`src/rtl/mem_port_arbiter.sv`:
```
// Shares one memory port between the CPU core and a DMA/loader engine.
// Grants are combinational from requests plus registered lock/starvation state.
module mem_port_arbiter #(
    parameter int unsigned STARVE_MAX = 8,
    parameter int unsigned LOCK_MAX   = 16
) (
    input  logic        cclk,
    input  logic        rstb,

    input  logic        cpu_req,
    input  logic        cpu_wr_ena,
    input  logic [31:0] cpu_addr,
    input  logic [31:0] cpu_wr_data,
    output logic        cpu_gnt,
    output logic [31:0] cpu_rd_data,
    output logic        cpu_stall,

    input  logic        dma_req,
    input  logic        dma_lock,
    input  logic        dma_wr_ena,
    input  logic [31:0] dma_addr,
    input  logic [31:0] dma_wr_data,
    output logic        dma_gnt,
    output logic [31:0] dma_rd_data,

    output logic [31:0] mem_addr,
    output logic [31:0] mem_wr_data,
    output logic        mem_wr_ena,
    input  logic [31:0] mem_rd_data
);

    // Handshake: a requester holds *_req (and its address/data) high for a
    // cycle; the beat completes in that cycle iff its *_gnt is high, with
    // writes sampled by memory on the closing rising edge.

    localparam logic [7:0] STARVE_LIM = 8'(STARVE_MAX);
    localparam logic [8:0] LOCK_LIM   = 9'(LOCK_MAX);

    // ST_LOCKED and ST_FORCE are mutually exclusive, so the locked and
    // force_cpu bits are carried as one encoded arbitration mode.
    typedef enum logic [1:0] {
        ST_OPEN   = 2'd0,
        ST_LOCKED = 2'd1,
        ST_FORCE  = 2'd2
    } arb_state_t;

    arb_state_t r_state;
    arb_state_t w_state_nxt;
    logic [7:0] r_starve_cnt;
    logic [7:0] w_starve_cnt_nxt;
    logic [7:0] r_lock_cnt;
    logic [7:0] w_lock_cnt_nxt;

    logic       w_locked;
    logic       w_force_cpu;
    logic       w_cpu_gnt;
    logic       w_dma_gnt;
    logic [8:0] w_lock_cnt_inc;

    assign w_locked       = (r_state == ST_LOCKED);
    assign w_force_cpu    = (r_state == ST_FORCE);
    assign w_lock_cnt_inc = {1'b0, r_lock_cnt} + 9'd1;

    // Grant decision; arbitration only matters under contention.
    always_comb begin
        w_cpu_gnt = 1'b0;
        w_dma_gnt = 1'b0;
        if (cpu_req && dma_req) begin
            if (w_force_cpu) begin
                w_cpu_gnt = 1'b1;
            end else if (w_locked) begin
                w_dma_gnt = 1'b1;
            end else if (r_starve_cnt == STARVE_LIM) begin
                w_dma_gnt = 1'b1;
            end else begin
                w_cpu_gnt = 1'b1;
            end
        end else begin
            w_cpu_gnt = cpu_req;
            w_dma_gnt = dma_req;
        end
    end

    // Arbitration mode and burst length tracking.
    always_comb begin
        w_state_nxt    = (r_state == ST_FORCE) ? ST_OPEN : r_state;
        w_lock_cnt_nxt = r_lock_cnt;
        if (!dma_req) begin
            w_state_nxt    = ST_OPEN;
            w_lock_cnt_nxt = 8'd0;
        end else if (w_dma_gnt) begin
            if (!dma_lock) begin
                w_state_nxt    = ST_OPEN;
                w_lock_cnt_nxt = 8'd0;
            end else if (!w_locked) begin
                w_state_nxt    = ST_LOCKED;
                w_lock_cnt_nxt = 8'd1;
            end else if (w_lock_cnt_inc >= LOCK_LIM) begin
                // Burst hit its ceiling: hand the next contended beat to the CPU.
                w_state_nxt    = ST_FORCE;
                w_lock_cnt_nxt = 8'd0;
            end else begin
                w_lock_cnt_nxt = w_lock_cnt_inc[7:0];
            end
        end
    end

    always_comb begin
        w_starve_cnt_nxt = r_starve_cnt;
        if (!dma_req || w_dma_gnt) begin
            w_starve_cnt_nxt = 8'd0;
        end else if (w_cpu_gnt && (r_starve_cnt < STARVE_LIM)) begin
            w_starve_cnt_nxt = r_starve_cnt + 8'd1;
        end
    end

    always_ff @(posedge cclk or negedge rstb) begin
        if (!rstb) begin
            r_state      <= ST_OPEN;
            r_starve_cnt <= 8'd0;
            r_lock_cnt   <= 8'd0;
        end else begin
            r_state      <= w_state_nxt;
            r_starve_cnt <= w_starve_cnt_nxt;
            r_lock_cnt   <= w_lock_cnt_nxt;
        end
    end

    // Port mux; read data is steered only by the grant, never fed back.
    always_comb begin
        mem_addr    = 32'h0;
        mem_wr_data = 32'h0;
        mem_wr_ena  = 1'b0;
        if (w_cpu_gnt) begin
            mem_addr    = cpu_addr;
            mem_wr_data = cpu_wr_data;
            mem_wr_ena  = cpu_wr_ena;
        end else if (w_dma_gnt) begin
            mem_addr    = dma_addr;
            mem_wr_data = dma_wr_data;
            mem_wr_ena  = dma_wr_ena;
        end
    end

    assign cpu_gnt     = w_cpu_gnt;
    assign dma_gnt     = w_dma_gnt;
    assign cpu_stall   = cpu_req & ~w_cpu_gnt;
    assign cpu_rd_data = w_cpu_gnt ? mem_rd_data : 32'h0;
    assign dma_rd_data = w_dma_gnt ? mem_rd_data : 32'h0;

endmodule

```
`config.mk`:
```
export PLATFORM = sky130hd
export DESIGN_NAME = mem_port_arbiter
export DESIGN_NICKNAME = d
export VERILOG_FILES = /design/src/rtl/mem_port_arbiter.sv
export SDC_FILE = /design/constraint.sdc
export NUM_CORES = 1
export LEC_CHECK = 0
export ABC_AREA = 1
export CAP_MARGIN = 10
export CORE_AREA = 2 2 118 120
export DETAILED_ROUTE_END_ITERATION = 8
export DIE_AREA = 0 0 120 122
export PLACE_DENSITY = 0.61
export SLEW_MARGIN = 20
export SYNTH_ARGS = -nofsm -noshare
export SYNTH_HDL_FRONTEND = slang
export SYNTH_SLANG_ARGS = --single-unit
```
`constraint.sdc`:
```
create_clock -name cclk -period 4.2 [get_ports cclk]
set_clock_uncertainty 0.1 [all_clocks]
set_input_delay 0.63 -clock cclk [delete_from_list [all_inputs] [get_ports cclk]]
set_output_delay 0.63 -clock cclk [all_outputs]
set_load 0.1 [all_outputs]
```
# ---- Yosys cells after proc, flatten, opt, wreduce, memory -nomap -nowiden
# Cells that the tools add are included.
dict set report op_classes {
  bitwise 2
  order_cmp 2
  addsub 2
  n_mux 29
  n_eq_ne 4
  reduce_logical 5
}
# op count
set ops {}
lappend ops {{32-bit two-way mux} 6}
lappend ops {{8-bit two-way mux} 7}
lappend ops {{2-bit two-way mux} 6}
lappend ops {{1-bit two-way mux} 10}
lappend ops {{8-bit by 1-bit adder with 9-bit output, second input constant} 1}
lappend ops {{9-bit by 5-bit greater-or-equal comparator with 1-bit output, second input constant} 1}
lappend ops {{8-bit by 1-bit adder with 8-bit output, second input constant} 1}
lappend ops {{8-bit by 4-bit equality test with 1-bit output, second input constant} 1}
lappend ops {{8-bit by 4-bit less-than comparator with 1-bit output, second input constant} 1}
lappend ops {{2-bit by 1-bit equality test with 1-bit output, second input constant} 1}
lappend ops {{2-bit equality test, second input constant} 1}
lappend ops {{1-bit logical AND} 2}
lappend ops {{2-bit by 1-bit != test with 1-bit output, second input constant} 1}
lappend ops {{2-bit nonzero test} 1}
lappend ops {{1-bit bitwise AND} 1}
lappend ops {{1-bit zero test} 1}
lappend ops {{1-bit logical OR} 1}
lappend ops {{1-bit NOT} 1}
dict set report totals {
  word_cells 47
  out_inout_bits 132
  reg_bits 18
  in_bits 167
}

# ---- Depth between registers and ports, before layout
# Gate-level depths: netlist of the first run.
dict set report depth {
  ltp_word 8
  ltp_mapped 13
  depth_no_buf 11
}

# ---- Worst setup path after synthesis of the first run
# Ideal clock, no wire load.
dict set report synth_timing {
  path_kind {reg-to-output}
  startpoint {register r_starve_cnt[0]}
  endpoint {output port mem_addr[22]}
  required_time_ns 3.470
  path_stages_with_launch 10
  path_buffers 1
  setup_slack_ns 0.641
  t_arrival_ns 2.829
  path_cell_list {dfrtp_1 inv_1 ha_1 nand3_1 nor2_1 nand2_1 a21oi_2 clkbuf_1 nand2_1 nand2_1}
}
dict set report synth_via {
  elab_chain_cells 7
  word_cells_on_any_way 11
  cone_classes {1 x eq/ne; 10 x mux}
}
# element line
set synth_rtl {}
lappend synth_rtl {{from (decl)} 49} ;# logic [7:0] r_starve_cnt;
lappend synth_rtl {{from (signal assigned)} 124} ;# r_starve_cnt <= w_starve_cnt_nxt;
lappend synth_rtl {{8-bit by 4-bit equality test with 1-bit output} 73} ;# end else if (r_starve_cnt == STARVE_LIM) begin
lappend synth_rtl {{1-bit two-way mux} 73}
lappend synth_rtl {{1-bit two-way mux} 71} ;# end else if (w_locked) begin
lappend synth_rtl {{1-bit two-way mux} 69} ;# if (w_force_cpu) begin
lappend synth_rtl {{1-bit two-way mux} 68} ;# if (cpu_req && dma_req) begin
lappend synth_rtl {{via dma_gnt} 23} ;# output logic dma_gnt,
lappend synth_rtl {{32-bit two-way mux} 138} ;# end else if (w_dma_gnt) begin
lappend synth_rtl {{32-bit two-way mux} 134} ;# if (w_cpu_gnt) begin
lappend synth_rtl {{to (decl)} 26} ;# output logic [31:0] mem_addr,
# The timed path passes the listed nets, and every way through them passes these cells.

# ---- Worst setup path after layout of the first run
dict set report layout_timing {
  startpoint {input port dma_req}
  endpoint {output port mem_wr_data[3]}
}
dict set report layout_via {
  elab_chain_cells 4
  word_cells_on_any_way 5
  cone_classes {4 x mux; 1 x reduce/logical}
}
# element line
set layout_rtl {}
lappend layout_rtl {{from (decl)} 18} ;# input logic dma_req,
lappend layout_rtl {{1-bit logical AND} 68}
lappend layout_rtl {{1-bit two-way mux} 68}
lappend layout_rtl {{32-bit two-way mux} 138}
lappend layout_rtl {{32-bit two-way mux (*)} 134}
lappend layout_rtl {{to (decl)} 27} ;# output logic [31:0] mem_wr_data,
# Mark *: on every way between the ends. The rest lies on a longest branch, timed or not.

==> results, run 1 <==
- The final weighted congestion in routability-driven placement is 0.783.
- For this configuration, the core starts out at a cell density of 15.6%.
- Fill cells in the final layout number 1345.
- The global-route wire length before repair is 16800 um.
- The worst setup path is launched from an input pin.
- The critical path's most frequent cell is sky130_fd_sc_hd__nand2_1.
- After floorplanning, the core was divided into 43 placement rows.
- The root cell of the clock tree is sky130_fd_sc_hd__clkbuf_16.
- Along the worst path, the maximum fanout reaches 66.
- After global routing the overflow that remains totals 0.
- The overall routed net length is 11800 um.
- The number of pins exceeding their max-slew limit in the final report is 0.
- Entering global routing, the biggest net connects 67 pins.
- The most common cell in the synthesized netlist is sky130_fd_sc_hd__nand2_1.
- The final critical path time including I/O delays and setup is 3.27 ns.
- The initial antenna violation count is 0.
- The run finished with clean final reports.
- Setup violations remaining at the end of the flow were counted as 0.
- The kind of cell with the highest combined delay on the critical path is buffers and inverters.
- 0 antenna diodes ended up in the layout.
- In this run the cell area of the synthesized design comes to 2110 sq um.
- The number of distinct library cells after synthesis is 22.
- The cell type with the largest total area after synthesis is sky130_fd_sc_hd__nand2_1.
- The type of the worst min-delay path is flop to flop.
- Ranked by total cell area, the synthesized netlist is headed by sky130_fd_sc_hd__nand2_1 (39%), sky130_fd_sc_hd__dfrtp_1 (21%), sky130_fd_sc_hd__nor2_1 (16%).
- The final routed DRC violation total is 0.
- The post-route setup TNS is 0 ns.
- For this run, the top clock speed supported by timing is 306 MHz.
- The via count of the first global-routing pass is 3185.
- For this run, asynchronously set or reset flops after synthesis account for 100%.
- The floorplan step defined a die boundary enclosing 14600 sq um.
- Across every metal layer, demand over resource in global routing totals 14.4%.
- The critical path data arrival time is 2.54 ns.
- Port buffering added 298 buffers.
- In this run the power density over the cells is 270 nW/um^2.
- The first-pass iteration count of the detailed router is 4.
- Data on the critical path is required at its endpoint by 3.47 ns.
- The synthesis warning total is 0.
- The number of cells on the worst reg-to-reg path is 11.
- The worst hold path stage count is 2.
- The core footprint is 13500 sq um.
- Once detailed placement completed, the half-perimeter wirelength came to 10100 um.
- The count of flip-flops with a built-in enable after synthesis is 0.
- The count of antenna-violating nets left after detailed routing is 0.
- The tightest slew margin relative to the limit is 47.1%.
- For the worst-skew pair, the clock arrives at the later sink with an insertion delay of 0.25 ns.
- The launch point of the worst reg-to-reg path is r_starve_cnt[0].
- The number of failing hold endpoints at the final stage came to 0.
- The instance count of the mapped netlist is 429.
- The final net count is 888.
- The endpoint identified for the worst register-to-register timing path is r_state[1].
- The average instance in the mapped netlist occupies 4.92 sq um.
- Counting tap cells, the placed design contains a total of 892 instances.
- The number of maximum-capacitance violations is 0.
- Across all register-to-register paths, the minimum setup slack is 2.29 ns.
- The highest ir drop seen on vdd is 129 uV.
- Measured along the y axis, the die boundary spans 122 um.
- On the critical path, the stage with the largest delay is an instance of sky130_fd_sc_hd__clkdlybuf4s50_1.
- Buffers added to address setup during post-CTS repair amount to 0.
- TritonCTS built the clock tree.
- The share of post-route cells with drive strength above 1 is 20.6%.
- The worst setup path is captured at a primary output.
- The critical path buffer and inverter count is 4.
- The sink of the worst hold path is r_lock_cnt[5].
- Setup repair after global routing left no endpoint under its margin.
- In the finished design, the share of the clock period the worst path needs comes to 77.9%.
- The number of gates resized after CTS is 0.
- The number of levels in the clock H-tree is 1.
- The post-detailed-route wirelength per cell is 13.2 um.
- The buffer depth of the longest clock path is 2.
- The number of I/O pins is 299.
- The worst hold path begins at r_lock_cnt[5].
- The floorplan step set the die width to 120 um.
- Dividing the detail-routed via count by the number of cells gives 3.90.
- The clock sink count is 18.
- On the worst path, the slowest cell contributes a delay of 0.53 ns.
- Clock-pin slew was measured on the worst setup and hold paths at 0.05 ns.
- After the first detailed-routing iteration, the DRC count stood at 198.
- The static leakage is 3.09 nW.
- After synthesis, flip-flops and latches occupy 21.4% of the total area.
- The count of cells in the finished layout, fillers not included, comes to 895.
- The most used flip-flop cell after synthesis is sky130_fd_sc_hd__dfrtp_1.
- For the pin with the worst max-slew slack, the measured transition is 0.791 ns.
- The area growth from synthesis to layout is 198%.
- Synthesis inferred 18 register bits.
- In this run, CTS created clock tree buffers numbering 3.
- The signal on the critical path passes through clkdlybuf4s50_1 > nand2_1 > nor2_1 > nand2_1 > nand2_2 > nand2_2 > inv_2 > buf_12 > nand2_1 > nand2_1 > buf_12.
- After clock tree synthesis, the flow added hold-fix buffers numbering 0.
- The fraction of the core area covered by cells at the end of the flow is 46.6%.
- The overall via count from detail_route is 3488.
- The share of the synthesized area in the top cell type is 38.6%.
- The classification of the worst setup path is input pin to primary output.
- The net count after synthesis is 600.
- Counting instances in the post-synthesis netlist gives the leading cell types as sky130_fd_sc_hd__nand2_1 (217), sky130_fd_sc_hd__nor2_1 (89), sky130_fd_sc_hd__inv_1 (52).
## power breakdown
part | switching [mW] | internal, mW | leakage (nW)
sequential | 0.00252 | 0.177 | 0.249
clock | 0.0610 | 0.125 | 0.0370
combinational | 0.865 | 0.468 | 2.80
total | 0.929 | 0.770 | 3.09
## logic make-up (layout without fill, tap and decap cells)
kind of cell,after synthesis,in the layout,share of synthesized area (%)
simple gates,320,320,58.1
buf+inv,75,361,14.7
flops,18,18,21.4
compound gates,12,12,3.50
fa+ha+maj,4,4,2.37
## layout make-up
cell class | count | area, sq um | share of cell area [%]
repair buffers | 304 | 3990 | 63.3
multi-input cells | 336 | 1360 | 21.5
flip-flops and latches | 18 | 450 | 7.15
well taps | 180 | 225 | 3.58
inverters | 54 | 203 | 3.22
clock buffers | 3 | 75.1 | 1.19
## sequential cells by signal (all words and copies together), names as in the netlist
| name | flops |
|---|---|
| r_state | 2 |
| r_starve_cnt | 8 |
| r_lock_cnt | 8 |
## layout by cell type, fill, tap and decap left out
cell type	n
sky130_fd_sc_hd__o21bai_1	1
sky130_fd_sc_hd__nand2_1	217
sky130_fd_sc_hd__inv_2	2
sky130_fd_sc_hd__nor3b_1	1
sky130_fd_sc_hd__buf_12	103
sky130_fd_sc_hd__o31ai_1	1
sky130_fd_sc_hd__ha_1	4
sky130_fd_sc_hd__clkdlybuf4s50_1	166
sky130_fd_sc_hd__nor2_1	89
sky130_fd_sc_hd__clkbuf_16	3
sky130_fd_sc_hd__nor3_1	1
sky130_fd_sc_hd__o21ai_0	4
sky130_fd_sc_hd__a21oi_4	1
sky130_fd_sc_hd__inv_1	52
sky130_fd_sc_hd__buf_4	35
sky130_fd_sc_hd__a21oi_1	3
sky130_fd_sc_hd__o22ai_1	1
sky130_fd_sc_hd__nand2_2	2
sky130_fd_sc_hd__nand3_1	9
sky130_fd_sc_hd__dfrtp_1	18
sky130_fd_sc_hd__a41oi_1	1
sky130_fd_sc_hd__nor2_2	1
## per-stage QoR
step	worst slack, ns	cell area [sq um]	power (mW)	hold WS [ns]
after floorplan	0.641	2110	0.964	0.234
after global placement	0.905	6220	1.52	0.371
after detailed placement	0.869	6220	1.52	0.384
after CTS	0.869	6300	1.71	0.395
after global routing	0.780	6300	1.75	0.420
final	0.929	6300	1.70	0.392
## worst max-delay path by stage
stage                          startpoint             end  slack (ns)  cells after the start
after detailed placement          dma_req  mem_wr_data[3]        0.87                     11
after global routing              dma_req  mem_wr_data[2]        0.78                     11
after global placement            dma_req  mem_wr_data[3]        0.91                     11
after CTS                         dma_req  mem_wr_data[3]        0.87                     11
after floorplan           r_starve_cnt[0]    mem_addr[22]        0.64                      9
final                             dma_req  mem_wr_data[3]        0.93                     11
## tightest hold or removal path: cells and delay by family (launching register included)
kind / cells / cell delay, ns
buf+inv: 1 / 0.05
simple gates: 1 / 0.04
flops: 1 / 0.37
## layer usage
metal	part of all wire [%]	GRT usage (%)	wire, um	up-vias
met1	37	16.1	4420	1494
met4	1.0	2.79	123	0
met5	0	0	0	-
li1	-	-	-	1815
met3	8.8	3.93	1040	9
met2	53	27.4	6230	170
(Power assumes the default switching activity.)
==> run 2: changes to the inputs <==
Settings changed: CORE_AREA 2 2 118 120 to 2 2 116 118, DIE_AREA 0 0 120 122 to 0 0 118 120, PLACE_DENSITY 0.61 to 0.63.
Clock period 4.2 ns to 3.41 ns, I/O delays scaled along.
==> results, run 2 (synthesis gave the netlist of run 1 again) <==
- The maximum number of pins on one net before global-route repair is 69 (+3.0%).
- The root cell of the clock tree is sky130_fd_sc_hd__clkbuf_16.
- The number of pins exceeding their max-slew limit in the final report came to 0 (unchanged).
- The count of antenna-violating nets left after detailed routing is 0 (unchanged).
- The post-detailed-route wirelength per cell was 12.9 um (-2.0%).
- The number of I/O pins is 299 (unchanged).
- The clock transition at the registers of the reported paths is 0.05 ns (about the same).
- The core footprint is 13000 sq um (-3.9%).
- The type of element launching the critical path is an input pin.
- The via count of the first global-routing pass came to 3239 (+1.7%).
- The number of buffers added on ports is 298 (unchanged).
- The first-pass iteration count of the detailed router is 4 (unchanged).
- The clock period could shrink to 3.14 ns.
- The global-route layer with the greatest usage is met2.
- The signal on the critical path passes through clkdlybuf4s50_1 > nand2_1 > nor2_1 > nand2_1 > nand2_2 > nand2_2 > inv_2 > buf_12 > nand2_1 > nand2_1 > buf_12.
- The type of the worst min-delay path is flop to flop.
- The final weighted congestion in routability-driven placement is 0.759 (-3.1%).
- In the final layout, the registers with the most flip-flops are r_lock_cnt (8), r_starve_cnt (8), r_state (2).
- The sequential cell area is 450 sq um (unchanged).
- The finished layout cell area is 6690 sq um (+6.3%).
- The biggest cell delay along the critical path was 0.54 ns (about the same).
- The post-route total power came to 2.16 mW (+27%).
- The clock tree from TritonCTS is built.
- The number of maximum-capacitance violations is 0 (unchanged).
- The number of fill cells in the layout came to 1225 (-8.9%).
- The horizontal extent of the die is 118 um (-1.7%).
- The half-perimeter wire length of the detailed placement result was 9890 um (-1.7%).
- The maximum fanout along the worst path is 25 (-62%).
- The number of failing hold endpoints at the final stage came to 0 (unchanged).
- The initial detailed-routing violation count came to 124 (-37%).
- The classification of the worst setup path is input pin to primary output.
- The initial core utilization is 16.3% (+0.63 points).
- The number of gates resized after CTS came to 0 (unchanged).
- The critical path's most frequent cell is sky130_fd_sc_hd__nand2_1.
- The flow ran to the end, and the final reports show no timing, DRC or antenna violations.
- The count of endpoints failing setup in the final report is 0 (unchanged).
- The global-route congestion overflow total is 0 (unchanged).
- The clock sink count is 18 (unchanged).
- The type of destination of the critical path is a primary output.
- The static leakage is 3.20 nW (+3.6%).
- The die footprint came to 14200 sq um (-3.3%).
- The critical path buffer and inverter count is 4 (unchanged).
- The average via count per standard cell is 3.86 (-1.0%).
- The post-route setup TNS is 0 ns (unchanged).
- The worst endpoint required time is 2.80 ns (-0.67 ns).
- The ratio of total power to cell area was 322 nW/um^2 (+19%).
- The final net count is 888 (unchanged).
- The library cell used most frequently in the layout, excluding fill and tap cells, is sky130_fd_sc_hd__nand2_1.
- The total clock buffers created by CTS was 3 (unchanged).
- The top cell types in the final layout, fill and taps aside, are sky130_fd_sc_hd__nand2_1 (217), sky130_fd_sc_hd__clkdlybuf4s50_1 (166), sky130_fd_sc_hd__buf_12 (135), sky130_fd_sc_hd__nor2_1 (89), sky130_fd_sc_hd__inv_1 (52).
- Setup repair after global routing left no endpoint under its margin.
- The overall via count from detail_route was 3437 (-1.5%).
- The final routed DRC violation total is 0 (unchanged).
- The area growth from synthesis to layout is 217%.
- The met3 global-route usage is 4.33% (+0.39 points).
- The slew at the pin closest to its max-slew limit is 0.781 ns (-0.0103 ns).
- The tightest slew margin relative to the limit is 47.8% (+0.69 points).
- The global-route wire length before repair is 17500 um (+4.3%).
- The area occupied by multi-input gates is 1360 sq um (unchanged).
- The highest ir drop seen on vdd is 156 uV (+21%).
- The post-layout worst setup margin was 0.268 ns (-0.661 ns).
- The reg-to-reg setup timing slack is 1.51 ns (-0.78 ns).
- The overall routing resource usage is 15.4% (+0.91 points).
- The buffer depth of the longest clock path is 2 (unchanged).
- The kind of cell with the highest combined delay on the critical path is buffers and inverters.
- The period utilization is 92.2%.
- The met2 layer usage reported by global route came to 27.6% (+0.20 points).
- The post-placement cell area is 6620 sq um (+6.4%).
- Based on the critical path, the design can be clocked at up to 318 MHz.
- The latest clock arrival within the worst-skew pair was 0.25 ns (about the same).
- The highest-delay cell along the critical path is sky130_fd_sc_hd__clkdlybuf4s50_1.
- The number of diodes added for antenna fixing is 0 (unchanged).
- The initial antenna violation count is 0 (unchanged).
- The share of post-route cells with drive strength above 1 is 20.6% (unchanged).
- The total number of placement rows is 42 (-2.3%).
- The critical path data arrival time is 2.53 ns (about the same).
- The height of the die is 120 um (-1.6%).
- The count of hold-fix buffers inserted at cts is 0 (unchanged).
- The overall routed net length is 11500 um (-2.5%).
- The met1 layer usage reported by global route came to 18.6% (+2.5 points).
- The setup fix buffers added after clock tree synthesis came to 0 (unchanged).
- The number of levels in the clock H-tree is 1 (unchanged).
- The pre-CTS worst setup slack came to 0.273 ns (-0.596 ns).
## run 2: worst paths after layout
| kind | startpoint | end | depth (start not counted) |
|---|---|---|---|
| setup / recovery | dma_req | mem_wr_data[28] | 11 |
| hold / removal | r_starve_cnt[7] | r_starve_cnt[7] | 2 |
| setup reg to reg | r_starve_cnt[0] | r_state[1] | 11 |
| hold reg to reg | r_starve_cnt[7] | r_starve_cnt[7] | 2 |
| max in group asynchronous | rstb | r_starve_cnt[5] | 1 |
| min in group asynchronous | rstb | r_lock_cnt[3] | 1 |
## run 2: layout make-up
class	count	area share [%]
clock buffers	3	1.12
inverters	54	3.03
multi-input cells	336	20.3
flip-flops and latches	18	6.73
well taps	176	3.29
repair buffers	304	65.6
## run 2: metrics by stage
stage | std cells | hold slack, ns | utilization (%)
global route | 891 | 0.411 | 51.6
detailed placement | 888 | 0.383 | 51.0
CTS | 891 | 0.393 | 51.6
global placement | 888 | 0.373 | 51.0
floorplan | 429 | 0.116 | -
finish | 891 | 0.390 | 51.6
## run 2: power by group
part	leakage (nW)	switching (mW)	total (mW)	internal (mW)
sequential	0.249	0.00311	0.221	0.217
clock	0.0370	0.0770	0.231	0.154
combinational	2.91	1.07	1.70	0.630
## run 2: layer usage
layer | share of wire (%) | routed length, um
met4 | 0.94 | 108
met1 | 41 | 4720
met5 | 0 | 0
met2 | 51 | 5830
met3 | 7.6 | 873
## run 2: tightest hold or removal path, delay by kind of cell, from the launching register on
family | cells | cell delay [ns]
simple gates | 1 | 0.09
flops | 1 | 0.32
buf+inv | 1 | 0.04
==> run 3: changes to the inputs <==
Settings changed: REMOVE_ABC_BUFFERS set to 1.
==> results, run 3 (synthesis gave the netlist of run 1 again) <==
- The flow ran to the end, and the final reports show no timing, DRC or antenna violations.
- The static leakage is 3.20 nW (about the same).
- The area growth from synthesis to layout is 217% (about the same).
- The final critical path time including I/O delays and setup is 3.23 ns (+0.0925 ns).
- The initial detailed-routing violation count came to 192 (+55%).
- The total clock buffers created by CTS is 3 (unchanged).
- The slew at the pin closest to its max-slew limit is 0.815 ns (+0.0340 ns).
- The number of fill cells in the layout is 1198 (-2.2%).
- The clock sink count is 18 (unchanged).
- The overall via count from detail_route was 3517 (+2.3%).
- The post-layout worst setup margin is 0.175 ns (-0.0925 ns).
- The horizontal extent of the die is 118 um (unchanged).
- The number of failing hold endpoints at the final stage is 0 (unchanged).
- The buffer depth of the longest clock path is 2 (unchanged).
- The maximum number of pins on one net before global-route repair is 69 (unchanged).
- Leaving out fill and tap cells, the most frequent cell in the layout is sky130_fd_sc_hd__nand2_1.
- The final net count is 888 (unchanged).
- The overall routing resource usage is 18.4% (+3.0 points).
- The die footprint is 14200 sq um (unchanged).
- Traced cell by cell, the critical path runs through clkdlybuf4s50_1 > nand2_1 > nor2_1 > nand2_1 > nand2_2 > nand2_2 > inv_2 > buf_12 > nand2_1 > nand2_1 > buf_12.
- The height of the die came to 120 um (unchanged).
- The number of gates resized after CTS came to 0 (unchanged).
- The global-route congestion overflow total came to 0 (unchanged).
- The highest-delay cell along the critical path is sky130_fd_sc_hd__clkdlybuf4s50_1.
- The initial core utilization was 16.3% (unchanged).
- The total number of placement rows is 42 (unchanged).
- The critical path in this run is classified as input pin to primary output.
- The average via count per standard cell is 3.93 (+2.0%).
- The global-route wire length before repair was 20200 um (+15%).
- The worst endpoint required time was 2.80 ns (about the same).
- In this run the clock root is driven by a sky130_fd_sc_hd__clkbuf_16.
- The highest ir drop seen on vdd is 197 uV (+26%).
- The core footprint came to 13000 sq um (unchanged).
- The maximum fanout along the worst path is 37 (+48%).
- The min-delay analysis places its worst path in the category flop to flop.
- The number of cells on the worst reg-to-reg path is 11 (unchanged).
- The count of antenna-violating nets left after detailed routing is 0 (unchanged).
- The tightest slew margin relative to the limit is 45.5% (-2.3 points).
- The critical path's most frequent cell is sky130_fd_sc_hd__nand2_1.
- The share of post-route cells with drive strength above 1 came to 20.7% (+0.11 points).
- The overall routed net length came to 13700 um (+19%).
- The setup fix buffers added after clock tree synthesis is 0 (unchanged).
- STA classifies the critical path startpoint as an input pin.
- TritonCTS built the clock tree.
- The ratio of total power to cell area is 327 nW/um^2 (+1.7%).
- The final routed DRC violation total was 0 (unchanged).
- The top cell types in the final layout, fill and taps aside, are sky130_fd_sc_hd__nand2_1 (217), sky130_fd_sc_hd__clkdlybuf4s50_1 (166), sky130_fd_sc_hd__buf_12 (133), sky130_fd_sc_hd__nor2_1 (89), sky130_fd_sc_hd__inv_1 (52).
- The via count of the first global-routing pass is 3364 (+3.9%).
- The type of destination of the critical path is a primary output.
- The number of pins exceeding their max-slew limit in the final report was 0 (unchanged).
- The critical path data arrival time is 2.62 ns (+0.09 ns).
- The pre-CTS worst setup slack came to 0.171 ns (-0.102 ns).
- The initial antenna violation count is 3 (+3).
- The maximum clock rate is 309 MHz (-2.9%).
- The number of buffers added on ports is 298 (unchanged).
- The post-detailed-route wirelength per cell was 15.3 um (+18%).
- The number of maximum-capacitance violations is 0 (unchanged).
- The first-pass iteration count of the detailed router is 4 (unchanged).
- The largest registers in the layout are r_lock_cnt (8), r_starve_cnt (8), r_state (2).
- The latest clock arrival within the worst-skew pair came to 0.25 ns (about the same).
- The half-perimeter wire length of the detailed placement result is 11700 um (+18%).
- The period utilization is 94.9% (+2.7 points).
- The final weighted congestion in routability-driven placement is 0.806 (+6.2%).
- The fraction of the core area covered by cells at the end of the flow was 51.5% (about the same).
- The number of levels in the clock H-tree is 1 (unchanged).
- The clock transition at the registers of the reported paths is 0.05 ns (about the same).
- Setup repair after global routing left no endpoint under its margin.
- The worst hold path stage count is 2 (unchanged).
- The biggest cell delay along the critical path is 0.54 ns (about the same).
- The count of hold-fix buffers inserted at cts is 0 (unchanged).
- The number of I/O pins is 299 (unchanged).
- The count of endpoints failing setup in the final report was 0 (unchanged).
## run 3: cell count changes in the layout (fill, tap and decap cells not counted), sizes merged
cell and change:
clkbuf +1, diode +2
## run 3: routing by layer
| metal | GRT usage, % | wire, um | part of all wire [%] | vias up |
|---|---|---|---|---|
| li1 | - | - | - | 1817 |
| met1 | 23.2 | 5780 | 42 | 1511 |
| met2 | 29.5 | 6310 | 46 | 179 |
| met3 | 7.70 | 1450 | 11 | 8 |
| met4 | 3.31 | 108 | 0.79 | 2 |
| met5 | 0 | 13 | 0.095 | - |
## run 3: through the flow
step / TNS (ns) / total power [mW] / instances / area (sq um) / hold WS [ns]
floorplan: -80.12 / 1.18 / 408 / 2000 / 0.116
global placement: 0 / 1.94 / 888 / 6590 / 0.371
detailed placement: 0 / 1.94 / 888 / 6590 / 0.380
CTS: 0 / 2.21 / 892 / 6680 / 0.396
global route: 0 / 2.26 / 893 / 6680 / 0.420
finish: 0 / 2.19 / 894 / 6690 / 0.394
## run 3: report_power, final
group	internal [mW]	switching [mW]
combinational	0.626	1.09
clock	0.178	0.0765
sequential	0.217	0.00357
total	1.02	1.17
## run 3: critical path: cells and delay by family
family | cells | cell delay [ns]
buffers and inverters | 4 | 1.22
AND/OR/NAND/NOR | 7 | 0.87
## run 3: cell type report
class | instances | area (sq um) | area share (%)
antenna | 2 | 5.00 | 0.0749
clock buffer | 4 | 88.8 | 1.33
inverter | 54 | 203 | 3.03
multi-input combinational | 336 | 1360 | 20.3
sequential | 18 | 450 | 6.74
tap | 176 | 220 | 3.29
timing repair buffer | 304 | 4360 | 65.2
## run 3: worst paths after layout
path | startpoint | slack [ns] | endpoint
setup / recovery | dma_req | 0.18 | mem_wr_data[6]
hold / removal | r_starve_cnt[5] | 0.39 | r_starve_cnt[5]
setup reg to reg | r_starve_cnt[0] | 1.44 | r_state[1]
hold reg to reg | r_starve_cnt[5] | 0.39 | r_starve_cnt[5]
max in group asynchronous | rstb | 2.07 | r_lock_cnt[1]
min in group asynchronous | rstb | 0.64 | r_lock_cnt[4]
